--- src/rtl/bl_wl_config_programmer.sv ---
// Streams narrow bitstream words into a full bitline frame per wordline row,
// then strobes that row's wordline with setup and hold margins around the pulse.
module bl_wl_config_programmer #(
    parameter int BL_WIDTH     = 315,
    parameter int WL_WIDTH     = 4,
    parameter int DATA_WIDTH   = 8,
    parameter int SETUP_CYCLES = 1,
    parameter int WL_PULSE     = 2,
    localparam int ROW_W       = (WL_WIDTH > 1) ? $clog2(WL_WIDTH) : 1
) (
    input  logic                  prog_clk,
    input  logic                  prog_rst_n,
    input  logic                  start,
    input  logic [DATA_WIDTH-1:0] cfg_data,
    input  logic                  cfg_valid,
    output logic                  cfg_ready,
    output logic [BL_WIDTH-1:0]   bl_out,
    output logic [WL_WIDTH-1:0]   wl_out,
    output logic [ROW_W-1:0]      row_idx,
    output logic                  busy,
    output logic                  done
);

    localparam int NW      = (BL_WIDTH + DATA_WIDTH - 1) / DATA_WIDTH;
    localparam int WORD_W  = (NW > 1) ? $clog2(NW) : 1;
    localparam int MAX_CNT = (SETUP_CYCLES > WL_PULSE) ? SETUP_CYCLES : WL_PULSE;
    localparam int CNT_W   = (MAX_CNT > 1) ? $clog2(MAX_CNT) : 1;

    typedef enum logic [2:0] {
        ST_IDLE  = 3'd0,
        ST_LOAD  = 3'd1,
        ST_SETUP = 3'd2,
        ST_PULSE = 3'd3,
        ST_HOLD  = 3'd4,
        ST_DONE  = 3'd5
    } state_t;

    state_t              state_r, state_s;
    logic [WORD_W-1:0]   word_r, word_s;
    logic [ROW_W-1:0]    row_r, row_s;
    logic [CNT_W-1:0]    cnt_r, cnt_s;
    logic [BL_WIDTH-1:0] bl_r, bl_s;
    logic [WL_WIDTH-1:0] wl_r, wl_s;
    logic                ready_r, busy_r, done_r;
    logic                xfer_s;

    // Next-state, frame assembly and wordline decode; the handshake uses the
    // registered ready so a transfer is exactly what the loader observes.
    always_comb begin
        state_s = state_r;
        word_s  = word_r;
        row_s   = row_r;
        cnt_s   = cnt_r;
        bl_s    = bl_r;
        wl_s    = '0;
        xfer_s  = cfg_valid && ready_r;
        case (state_r)
            ST_IDLE, ST_DONE: begin
                if (start) begin
                    state_s = ST_LOAD;
                    row_s   = '0;
                    word_s  = '0;
                end else begin
                    state_s = state_r;
                end
            end
            ST_LOAD: begin
                if (xfer_s) begin
                    // Bits beyond BL_WIDTH in the last word simply have no target.
                    for (int i = 0; i < BL_WIDTH; i++) begin
                        if ((i / DATA_WIDTH) == int'(word_r)) begin
                            bl_s[i] = cfg_data[i % DATA_WIDTH];
                        end else begin
                            bl_s[i] = bl_r[i];
                        end
                    end
                    if (word_r == WORD_W'(NW - 1)) begin
                        state_s = ST_SETUP;
                        cnt_s   = '0;
                    end else begin
                        word_s = word_r + WORD_W'(1);
                    end
                end else begin
                    state_s = ST_LOAD;
                end
            end
            ST_SETUP: begin
                if (cnt_r == CNT_W'(SETUP_CYCLES - 1)) begin
                    state_s = ST_PULSE;
                    cnt_s   = '0;
                end else begin
                    cnt_s = cnt_r + CNT_W'(1);
                end
            end
            ST_PULSE: begin
                if (cnt_r == CNT_W'(WL_PULSE - 1)) begin
                    state_s = ST_HOLD;
                    cnt_s   = '0;
                end else begin
                    cnt_s = cnt_r + CNT_W'(1);
                end
            end
            ST_HOLD: begin
                if (row_r == ROW_W'(WL_WIDTH - 1)) begin
                    state_s = ST_DONE;
                end else begin
                    state_s = ST_LOAD;
                    row_s   = row_r + ROW_W'(1);
                    word_s  = '0;
                end
            end
            default: begin
                state_s = ST_IDLE;
            end
        endcase
        if (state_s == ST_PULSE) begin
            for (int i = 0; i < WL_WIDTH; i++) begin
                wl_s[i] = (int'(row_s) == i);
            end
        end else begin
            wl_s = '0;
        end
    end

    // State, counters and all outputs are registered from the next-state decode.
    always_ff @(posedge prog_clk) begin
        if (!prog_rst_n) begin
            state_r <= ST_IDLE;
            word_r  <= '0;
            row_r   <= '0;
            cnt_r   <= '0;
            bl_r    <= '0;
            wl_r    <= '0;
            ready_r <= 1'b0;
            busy_r  <= 1'b0;
            done_r  <= 1'b0;
        end else begin
            state_r <= state_s;
            word_r  <= word_s;
            row_r   <= row_s;
            cnt_r   <= cnt_s;
            bl_r    <= bl_s;
            wl_r    <= wl_s;
            ready_r <= (state_s == ST_LOAD);
            busy_r  <= (state_s inside {ST_LOAD, ST_SETUP, ST_PULSE, ST_HOLD});
            done_r  <= (state_s == ST_DONE);
        end
    end

    assign cfg_ready = ready_r;
    assign bl_out    = bl_r;
    assign wl_out    = wl_r;
    assign row_idx   = row_r;
    assign busy      = busy_r;
    assign done      = done_r;

endmodule

--- config.mk ---
export PLATFORM = sky130hd
export DESIGN_NAME = bl_wl_config_programmer
export DESIGN_NICKNAME = d
export VERILOG_FILES = /design/src/rtl/bl_wl_config_programmer.sv
export SDC_FILE = /design/constraint.sdc
export NUM_CORES = 1
export LEC_CHECK = 0
export BUFFER_PORTS_ARGS = -buffer_cell sky130_fd_sc_hd__buf_4
export CAP_MARGIN = 20
export CORE_AREA = 8 8 188 190
export DETAILED_ROUTE_END_ITERATION = 12
export DIE_AREA = 0 0 196 198
export PLACE_DENSITY_LB_ADDON = 0.2
export REMOVE_ABC_BUFFERS = 1
export SLEW_MARGIN = 30
export SYNTH_ARGS = -nofsm -noshare
export SYNTH_HDL_FRONTEND = slang
export SYNTH_SLANG_ARGS = --single-unit
--- constraint.sdc ---
create_clock -name prog_clk -period 2.6 [get_ports prog_clk]
set_input_delay 0.26 -clock prog_clk [delete_from_list [all_inputs] [get_ports prog_clk]]
set_output_delay 0.26 -clock prog_clk [all_outputs]
set_load 0.01 [all_outputs]
==> out/metrics.csv <==
metric,value,unit
final core area utilization,51.2,%
crit path launch,state_r[0]$_SDFF_PN0_,
RR Endpoint,bl_out[154]$_SDFFE_PN0P_,
Critical Path End,bl_out[154]$_SDFFE_PN0P_,
Max VDD drop,0.415,mV
Seq cells post-synth,334,
worst relative slew slack,55.4,%
Final Cycle Share,85.4,%
drt via density,4.99,
unrepaired setup endpoints after global routing,false,
Boundary Pins,336,
max cap viols,0,
# resized after CTS,0,
Slew @ Worst Pin,669,ps
number of filler cells placed in the layout,3036,
most area-consuming cells after synthesis,"dfxtp_1 (54%), mux2i_1 (14%), nand2_1 (12%)",
post-synthesis sequential area ratio,53.6,%
Clock Path Buffers,3,
startpoint type of the worst setup path,register,
gpl congestion,0.824,
Crit Path Category,reg -> reg,
Num Clock Sinks,334,
final critical-path required period,2220,ps
setup TNS,0,ps
final setup violation count,0,
Final Hold Viols,0,
Routed Wire Length,41000,um
Worst Slack Setup Final,380,ps
"most common cell after layout, fill and taps aside",nand2_1,
dpl hpwl,28000,um
core area,32200,um2
Syn Area/Cell,9.25,um2
Leak,7.87,nW
f_max,451,MHz
r2r setup slk,380,ps
IO Port Bufs,335,
crit end category,register,
Post-layout nets,1674,
dpl ws,450,ps
Worst Reg-to-Reg Cells,5,
DR WL/cell,19.6,um
setup bufs post-CTS,0,
asr flop ratio synth,0,%
Syn. warnings,0,
CP max FO,12,
GRT overflow,0,
die width,196,um
Synth top area share,53.6,%
Clock Pin Slew Worst Setup and Hold Paths,60,ps
hold_ws,150,ps
Antenna Cells,0,
Initial Util,38.7,%
initial antenna violation count,0,
pin count of the biggest net entering global routing,134,
Initial DRC Count,528,
Vias,10400,
synthesized area,12500,um2
latest clock arrival within the worst-skew pair,510,ps
CTS root buf,clkbuf_16,
dominant cell type by area after synthesis,dfxtp_1,
synth unique cells,54,
final slew viol count,0,
DIE HEIGHT,198,um
CTS tree,done,
"Req. time, crit path",3040,ps
Layout area overhead,32.3,%
most frequent cells in the layout,"nand2_1 (411), buf_4 (362), dfxtp_1 (334)",
Synth Instances,1349,
vias in the first global route,10500,
router iterations before antenna repair,5,
top_reg_cell synth,dfxtp_1,
Min-Delay Path Class,in -> reg,
full die area,38800,um2
Post-synth EDFFs,0,
# DRC,0,
post-route ant nets,0,
WP data arrival,2660,ps
H-tree levels,2,
RR Startpoint,state_r[0]$_SDFF_PN0_,
cts hold-fix bufs,0,
worst clock skew,10.4,ps
share of cells above drive strength 1,27.1,%
pwr dens,645,nW/um2
status,"finished, final reports clean",
All-Layer GR Usage,20.3,%
first-pass GRT wire length,62400,um
Rows,66,
CTS buffer count,36,
synth_stat cells (2+ instances only):
library cell,number
nor2b_1,6
or3_1,6
nor4_1,2
a31oi_1,2
o21ai_0,26
clkbuf_1,60
nand2_2,8
nor2_4,4
mux2i_1,180
o21ai_1,2
and2_1,4
nand2b_1,5
buf_2,25
ha_1,4
nand3_2,3
inv_1,12
nand3_4,8
nand4_1,5
nand3_1,38
nor2_8,4
or4_4,3
and3b_1,2
a21oi_1,118
and3_1,2
nor3_1,3
nand2_1,411
nor2_1,37
buf_6,4
nand2_4,4
a21o_1,2
dfxtp_1,334
buf_1,3
how the worst min path moves through the flow:
stage,startpoint,to,slack (ps),cells after the start
after detailed placement,bl_out[223]$_SDFFE_PN0P_,bl_out[223]$_SDFFE_PN0P_,440,2
after global routing,prog_rst_n,bl_out[102]$_SDFFE_PN0P_,140,3
after global placement,bl_out[220]$_SDFFE_PN0P_,bl_out[220]$_SDFFE_PN0P_,440,2
final,start,busy$_SDFF_PN0_,150,4
after floorplan,prog_rst_n,row_idx[0]$_SDFF_PN0_,380,1
after CTS,start,busy$_SDFF_PN0_,130,4
kinds of logic after synthesis:
logic type	synth area share, %
AOI/OAI and AO/OA	6.77
muxes	14.4
buffers and inverters	3.71
adders and majority gates	0.401
and+or+nand+nor	21.0
xor gates and xnor gates	0.0702
DFF	53.6
power breakdown:
part	total [mW]	internal, mW	switching (mW)
clock	5.11	3.07	2.04
combinational	0.386	0.0885	0.298
sequential	5.14	5.13	0.0123
through the flow:
step,instance area [um2],total power [mW],std cells
after floorplan,12100,5.39,1256
after global placement,15300,5.64,2028
after detailed placement,15300,5.64,2028
after CTS,16500,10.8,2092
after global routing,16500,11.0,2092
final,16500,10.6,2092
flip-flops by register name (all words and copies together), names as in the netlist:
name       flops
busy           1
cfg_ready      1
word_r         6
cnt_r          1
bl_out       315
state_r        3
done           1
wl_out         4
row_idx        2
area by class of cell:
cell class	instances	area [um2]	share of cell area [%]
clock buffer	55	1040	6.32
tap	408	510	3.09
sequential	334	6690	40.5
clock inverter	9	128	0.773
timing repair buffer	364	2750	16.7
multi-input combinational	909	5340	32.3
inverter	13	51.3	0.311
worst max-delay path, cell delays in order (launching register included):
cell	delay, ps
dfxtp_1	530
nand3_2	260
nor4_4	520
nor2b_1	550
nand2_1	130
a21oi_1	150
routing by layer:
| layer | global-route usage [%] | up-vias | wire, um |
|---|---|---|---|
| li1 | - | 5085 | - |
| met4 | 4.01 | 0 | 575 |
| met2 | 33.6 | 338 | 18600 |
| met3 | 8.06 | 45 | 4150 |
| met1 | 24.8 | 4964 | 17600 |
| met5 | 0 | - | 0 |
No activity file was read; power rests on OpenSTA's default activity.
